$ cat config.mk
export PLATFORM = sky130hd
export DESIGN_NAME = tx_buffer_flat
export DESIGN_NICKNAME = d
export VERILOG_FILES = /design/src/rtl/tx_buffer_pkg.sv /design/src/rtl/tx_buffer_if.sv /design/src/rtl/tx_buffer_mem.sv /design/src/rtl/tx_buffer.sv /design/src/flat_wrapper.sv
export SDC_FILE = /design/constraint.sdc
export NUM_CORES = 1
export LEC_CHECK = 0
export ABC_AREA = 1
export CAP_MARGIN = 20
export CORE_MARGIN = 5
export CORE_UTILIZATION = 40
export CTS_BUF_LIST = sky130_fd_sc_hd__clkbuf_4
export DETAILED_ROUTE_END_ITERATION = 12
export PLACE_DENSITY = 0.62
export SLEW_MARGIN = 20
export SYNTH_ARGS = -nofsm -noshare
export SYNTH_HDL_FRONTEND = slang
export SYNTH_SLANG_ARGS = --single-unit
$ cat constraint.sdc
create_clock -name clk -period 2.1 [get_ports clk]
set_input_delay 0.42 -clock clk [delete_from_list [all_inputs] [get_ports clk]]
set_output_delay 0.42 -clock clk [all_outputs]
set_load 0.05 [all_outputs]
$ cat src/rtl/tx_buffer_pkg.sv
// Shared types and constants for the tx_buffer byte FIFO between the bf core and the avr tx port.
package tx_buffer_pkg;

    typedef enum logic [1:0] {
        IDLE  = 2'd0,
        PULSE = 2'd1,
        HOLD  = 2'd2
    } state_t;

    localparam int DEFAULT_LOGDEPTH = 4;

    // Pop-to-pop distance through IDLE -> PULSE -> HOLD.
    localparam int MIN_SEND_GAP = 3;

    function automatic int depth_of(input int logdepth);
        return 1 << logdepth;
    endfunction

endpackage

$ cat src/rtl/tx_buffer_if.sv
// Producer (a_*) and consumer (b_*) handshake signals of tx_buffer; slave is the buffer side.
interface tx_buffer_if;

    logic [7:0] a_data;
    logic       a_send;
    logic       a_busy;
    logic [7:0] b_data;
    logic       b_send;
    logic       b_busy;

    modport master (
        output a_data, a_send, b_busy,
        input  a_busy, b_data, b_send
    );

    modport slave (
        input  a_data, a_send, b_busy,
        output a_busy, b_data, b_send
    );

endinterface

$ cat src/rtl/tx_buffer_mem.sv
// DEPTH x 8 FIFO storage: synchronous write, asynchronous read (maps to distributed RAM).
module tx_buffer_mem
    import tx_buffer_pkg::*;
#(
    parameter int LOGDEPTH = DEFAULT_LOGDEPTH
) (
    input  logic                clk,
    input  logic                we,
    input  logic [LOGDEPTH-1:0] waddr,
    input  logic [7:0]          wdata,
    input  logic [LOGDEPTH-1:0] raddr,
    output logic [7:0]          rdata
);

    localparam int DEPTH = depth_of(LOGDEPTH);

    logic [7:0] mem [DEPTH];

    always_ff @(posedge clk) begin
        if (we) begin
            mem[waddr] <= wdata;
        end
    end

    assign rdata = mem[raddr];

endmodule

$ cat src/rtl/tx_buffer.sv
// Byte FIFO decoupling bf tx from avr tx; optional high-water mark enabled by TX_BUFFER_PEAK_EN.
module tx_buffer
    import tx_buffer_pkg::*;
#(
    parameter int LOGDEPTH = DEFAULT_LOGDEPTH
) (
    input  logic              clk,
    input  logic              rst_n,
    input  logic              flush,
    tx_buffer_if.slave        bus,
    output logic [LOGDEPTH:0] level,
    output logic [LOGDEPTH:0] peak
);

    localparam int DEPTH = depth_of(LOGDEPTH);
    localparam int LW    = LOGDEPTH + 1;

    logic [LOGDEPTH-1:0] wr_ptr_q, wr_ptr_d;
    logic [LOGDEPTH-1:0] rd_ptr_q, rd_ptr_d;
    logic [LOGDEPTH:0]   level_q, level_d;
    logic [7:0]          b_data_q, b_data_d;
    logic                b_send_q, b_send_d;
    state_t              state_q, state_d;
    logic [7:0]          rd_data;
    logic                full;
    logic                push;
    logic                pop;

    tx_buffer_mem #(.LOGDEPTH(LOGDEPTH)) u_mem (
        .clk   (clk),
        .we    (push),
        .waddr (wr_ptr_q),
        .wdata (bus.a_data),
        .raddr (rd_ptr_q),
        .rdata (rd_data)
    );

    // Full/empty come only from the level counter; pop decision uses the pre-push level.
    always_comb begin
        full     = (level_q == LW'(DEPTH));
        push     = bus.a_send && !full && !flush;
        pop      = (state_q == IDLE) && (level_q != '0) && !bus.b_busy && !flush;
        wr_ptr_d = wr_ptr_q;
        rd_ptr_d = rd_ptr_q;
        level_d  = level_q;
        b_data_d = b_data_q;
        state_d  = state_q;
        b_send_d = (state_q == PULSE);

        case (state_q)
            IDLE:    if (pop) state_d = PULSE;
            PULSE:   state_d = HOLD;
            HOLD:    state_d = IDLE;
            default: state_d = IDLE;
        endcase

        if (push) begin
            wr_ptr_d = wr_ptr_q + LOGDEPTH'(1);
        end
        if (pop) begin
            rd_ptr_d = rd_ptr_q + LOGDEPTH'(1);
            b_data_d = rd_data;
        end

        case ({push, pop})
            2'b10:   level_d = level_q + LW'(1);
            2'b01:   level_d = level_q - LW'(1);
            default: level_d = level_q;
        endcase

        // A byte already latched for the consumer survives a flush.
        if (flush) begin
            wr_ptr_d = '0;
            rd_ptr_d = '0;
            level_d  = '0;
        end
    end

    always_ff @(posedge clk or negedge rst_n) begin
        if (!rst_n) begin
            wr_ptr_q <= '0;
            rd_ptr_q <= '0;
            level_q  <= '0;
            b_data_q <= '0;
            b_send_q <= 1'b0;
            state_q  <= IDLE;
        end else begin
            wr_ptr_q <= wr_ptr_d;
            rd_ptr_q <= rd_ptr_d;
            level_q  <= level_d;
            b_data_q <= b_data_d;
            b_send_q <= b_send_d;
            state_q  <= state_d;
        end
    end

    assign bus.a_busy = full;
    assign bus.b_data = b_data_q;
    assign bus.b_send = b_send_q;
    assign level      = level_q;

`ifdef TX_BUFFER_PEAK_EN
    logic [LOGDEPTH:0] peak_q, peak_d;

    always_comb begin
        peak_d = peak_q;
        if (flush) begin
            peak_d = '0;
        end else if (level_d > peak_q) begin
            peak_d = level_d;
        end
    end

    always_ff @(posedge clk or negedge rst_n) begin
        if (!rst_n) begin
            peak_q <= '0;
        end else begin
            peak_q <= peak_d;
        end
    end

    assign peak = peak_q;
`else
    assign peak = '0;
`endif

endmodule

$ cat src/flat_wrapper.sv
// flat-port wrapper written by rule: the top's interface ports become plain ports
module tx_buffer_flat import tx_buffer_pkg::*;
#(
    parameter int LOGDEPTH = DEFAULT_LOGDEPTH
)
  (clk, rst_n, flush, level, peak, bus_a_data, bus_a_send, bus_b_busy, bus_a_busy, bus_b_data, bus_b_send);
  tx_buffer_if bus_i ();
  input  logic clk;
  input  logic rst_n;
  input  logic flush;
  output logic [LOGDEPTH:0] level;
  output logic [LOGDEPTH:0] peak;
  input wire logic [$bits(bus_i.a_data)-1:0] bus_a_data;
  input wire logic [$bits(bus_i.a_send)-1:0] bus_a_send;
  input wire logic [$bits(bus_i.b_busy)-1:0] bus_b_busy;
  output wire logic [$bits(bus_i.a_busy)-1:0] bus_a_busy;
  output wire logic [$bits(bus_i.b_data)-1:0] bus_b_data;
  output wire logic [$bits(bus_i.b_send)-1:0] bus_b_send;
  assign bus_i.a_data = bus_a_data;
  assign bus_i.a_send = bus_a_send;
  assign bus_i.b_busy = bus_b_busy;
  assign bus_a_busy = bus_i.a_busy;
  assign bus_b_data = bus_i.b_data;
  assign bus_b_send = bus_i.b_send;
  tx_buffer #(.LOGDEPTH(LOGDEPTH)) u_core (.clk(clk), .rst_n(rst_n), .flush(flush), .bus(bus_i), .level(level), .peak(peak));
endmodule
==> flow_metrics.env <==
export IMPL_placement_io_buffers=27
export IMPL_synth_lib_cells_used_distinct=27
export IMPL_detail_route_first_pass_iterations=5
export IMPL_holdCritPathClass="input port to asynchronous set/reset pin"
export IMPL_cp_data_required_time_ns=2.57
export IMPL_vdd_ir_drop_max_v=0.0006800
export IMPL_worst_slew_margin_rel_pct=53.70
export IMPL_number_of_global_route_vias_before_repair=4393
export IMPL_muxShareOfSynthArea_pct=0
export IMPL_max_cap_viols=0
export IMPL_floorplan_io_pins=33
export IMPL_floorplan_initialDensity_pct=40.84
export IMPL_synth_adder_area_share_pct=1.851
export IMPL_drt_iter0_drc=427
export IMPL_number_of_antenna_violations_at_the_first_check_in_global_routing=0
export IMPL_worst_slew_pin_transition_ns=0.6923
export IMPL_min_period_ns=2.038
export IMPL_synth_top_flop_cell="edfxtp_1"
export IMPL_grt_util_all_layers_pct=16.52
export IMPL_synthesis_area_per_instance_um2=10.96
export IMPL_cts_inserted_buffers=17
export IMPL_post_dp_hpwl_mm=9.681
export IMPL_outcome="finished, final reports clean"
export IMPL_synthesis_area_um2=6487
export IMPL_ctsLongestPathBuffers=2
export IMPL_ctsHtreeMaxLevel=4
export IMPL_timing_max_transition_violations_final=0
export IMPL_dp_slack_ns=-0.4787
export IMPL_netlist_top_cell_by_area="edfxtp_1"
export IMPL_cts_hold_repair_buffers=0
export IMPL_fin_cells=890
export IMPL_synth_compound_area_share_pct=5.014
export IMPL_ant_nets=0
export IMPL_crit_arrival_ns=2.50
export IMPL_yosys_area_share_simple_pct=20.06
export IMPL_numClockSinks=152
export IMPL_cts_tree="done"
export IMPL_cts_root_buffer_type="clkbuf_4"
export IMPL_n_antenna_cell=0
export IMPL_asyncSetResetFlopFracSynth_pct=15.79
export IMPL_leakagePower_nw=2.892
export IMPL_synth_xor_area_share_pct=0.2700
export IMPL_drc=0
export IMPL_drive_gt1_share_pct=16.47
export IMPL_layout_commonest_cell="edfxtp_1"
export IMPL_global_route_overflow=0
export IMPL_ys_warnings_count=0
export IMPL_drt_vias_per_instance=4.846
export IMPL_fin_worst_skew_ns=0.01778
export IMPL_layout_common_cells="128 x edfxtp_1, 121 x nand2_1, 112 x nor2_1, 59 x nand3_1, 50 x buf_4"
export IMPL_finalHoldViolations=0
export IMPL_grt_pass1_wl_mm=23.09
export IMPL_reg_clk_slew_reported_paths_ns=0.12
export IMPL_drt_wirelength_per_cell_um=16.25
export IMPL_nNetsFinal=684
export IMPL_maximum_number_of_pins_on_one_net_before_global_route_repair=45
export IMPL_globalplace_congestion=0.8561
export IMPL_vias=4313
export IMPL_synthTopCellsByArea="edfxtp_1 59%, dfrtp_1 9.3%, nand2_1 7.1%, nor2_1 6.6%, nand3_1 4.6%"
export IMPL_power_density_cell_area_nw_per_um2=1092
export IMPL_postSynthCellCount=592
export IMPL_setup_ws_ns=0.06160
export IMPL_post_route_period_util_pct=97.07
export IMPL_fin_hold_ws_ns=0.2126
export IMPL_timing_setup_tns_ns=0
export IMPL_synth_seq_area_share_pct=68.51
export IMPL_yosys_register_bits=152
export IMPL_place_detailed_instances=857
export IMPL_timing_critical_path_to_type="flop"
export IMPL_die_h_um=137.4
export IMPL_critical_path_peak_fanout=4
export IMPL_post_synthesis_to_final_layout_area_growth_pct=16.93
export IMPL_report_final_setup_viol=0
export IMPL_die_area_um2=18870
export IMPL_rsz0062_at_grt="yes"
export IMPL_die_width_um=137.4
export IMPL_pwr_total_mw=8.285
export IMPL_insertion_delay_ns=0.57
export IMPL_synth_edf_count=128
export IMPL_placementRows=46
export IMPL_fmaxAchievable_mhz=490.6
export IMPL_core_footprint_um2=15890
export IMPL_yosysTopAreaCellShare_pct=59.25
export IMPL_cp_start_kind="flop"
export IMPL_largest_family_of_logic_cells_by_synthesized_area="simple AND/OR/NAND/NOR gates"
export IMPL_routed_wire_length_mm=14.46
export IMPL_critPathKind="flop to flop"
[synth_stat cells, drive strengths merged (2+ instances only)]
cell    count
o21ai      60
dfrtp      24
clkbuf      5
buf        27
nand3      62
nor2      116
clkinv      2
ha          8
inv        16
a21oi       5
nor3        7
nand2     127
edfxtp    128
[cell families (layout without fill, tap and decap cells)]
kind of cell / Yosys count / count (layout)
fa+ha+maj: 9 / 9
flops: 152 / 152
compound gates: 65 / 65
other cells: 1 / 5
buf+inv: 50 / 128
simple gates: 313 / 313
xor+xnor: 2 / 2
[stage by stage]
step                      utilization [%]  area (um2)
after floorplan                         -        6514
after global placement              45.69        7258
after detailed placement            45.69        7258
after CTS                           47.42        7532
after global routing                47.76        7586
final                               47.76        7586
[critical path, cell delays in order, from the launching register on]
cell and delay [ns]:
dfrtp_2 0.45, nor3_4 0.21, buf_4 0.15, nand3_2 0.10, nor2_4 0.20, buf_4 0.13
buf_4 0.09, ha_1 0.22, nand3_1 0.08, nand2_1 0.07, xnor2_1 0.15, o21ai_1 0.09
[worst paths after layout]
path,start,to,slack (ns),cells past startpoint
worst max-delay path,u_core.state_q[1]$_DFFE_PN0P_,u_core.level[3]$_DFFE_PN0P_,0.06,11
worst min-delay path,rst_n,u_core.wr_ptr_q[1]$_DFFE_PN0P_,0.21,2
worst max register to register,u_core.state_q[1]$_DFFE_PN0P_,u_core.level[3]$_DFFE_PN0P_,0.06,11
worst min register to register,u_core.state_q[1]$_DFFE_PN0P_,u_core.bus.b_send$_DFF_PN0_,0.49,1
max in group asynchronous,rst_n,u_core.rd_ptr_q[0]$_DFFE_PN0P_,1.61,2
min in group clk,u_core.state_q[1]$_DFFE_PN0P_,u_core.bus.b_send$_DFF_PN0_,0.49,1
[metal layers]
layer  up-vias  routed length, um  global-route usage, %
met2       100               7601                  28.56
met4         0                237                  6.264
met5         -                  0                      0
li1       2157                  -                      -
met3        20                629                  3.360
met1      2036               5995                  20.44
[power by group]
group	total (mW)	internal, mW	switching (mW)
logic	2.93	0.965	1.97
clock network	1.78	0.801	0.982
registers	3.57	3.45	0.117
total	8.28	5.22	3.07
[what timing repair did]
| action | in CTS | in global routing |
|---|---|---|
| pin swaps | 0 | 4 |
| endpoints found under the setup margin | 15 | 4 |
| gates cloned | 0 | 0 |
| gates resized for setup | 15 | 12 |
| setup buffers | 0 | 2 |
[layout make-up]
type                       instances  area (um2)
fill                            1509        8299
sequential                       152        4453
multi-input combinational        394        1827
timing repair buffer              79       681.9
tap                              216       270.3
clock inverter                    14       158.9
clock buffer                      17       127.6
inverter                          18       67.56
[flip-flops by register name (all words and copies together), names as in the netlist]
| register | count |
|---|---|
| u_core.u_mem.mem | 128 |
| u_core.bus.b_data | 8 |
| u_core.level | 5 |
| u_core.rd_ptr_q | 4 |
| u_core.wr_ptr_q | 4 |
| u_core.state_q | 2 |
| u_core.bus.b_send | 1 |
(Power assumes the default switching activity.)
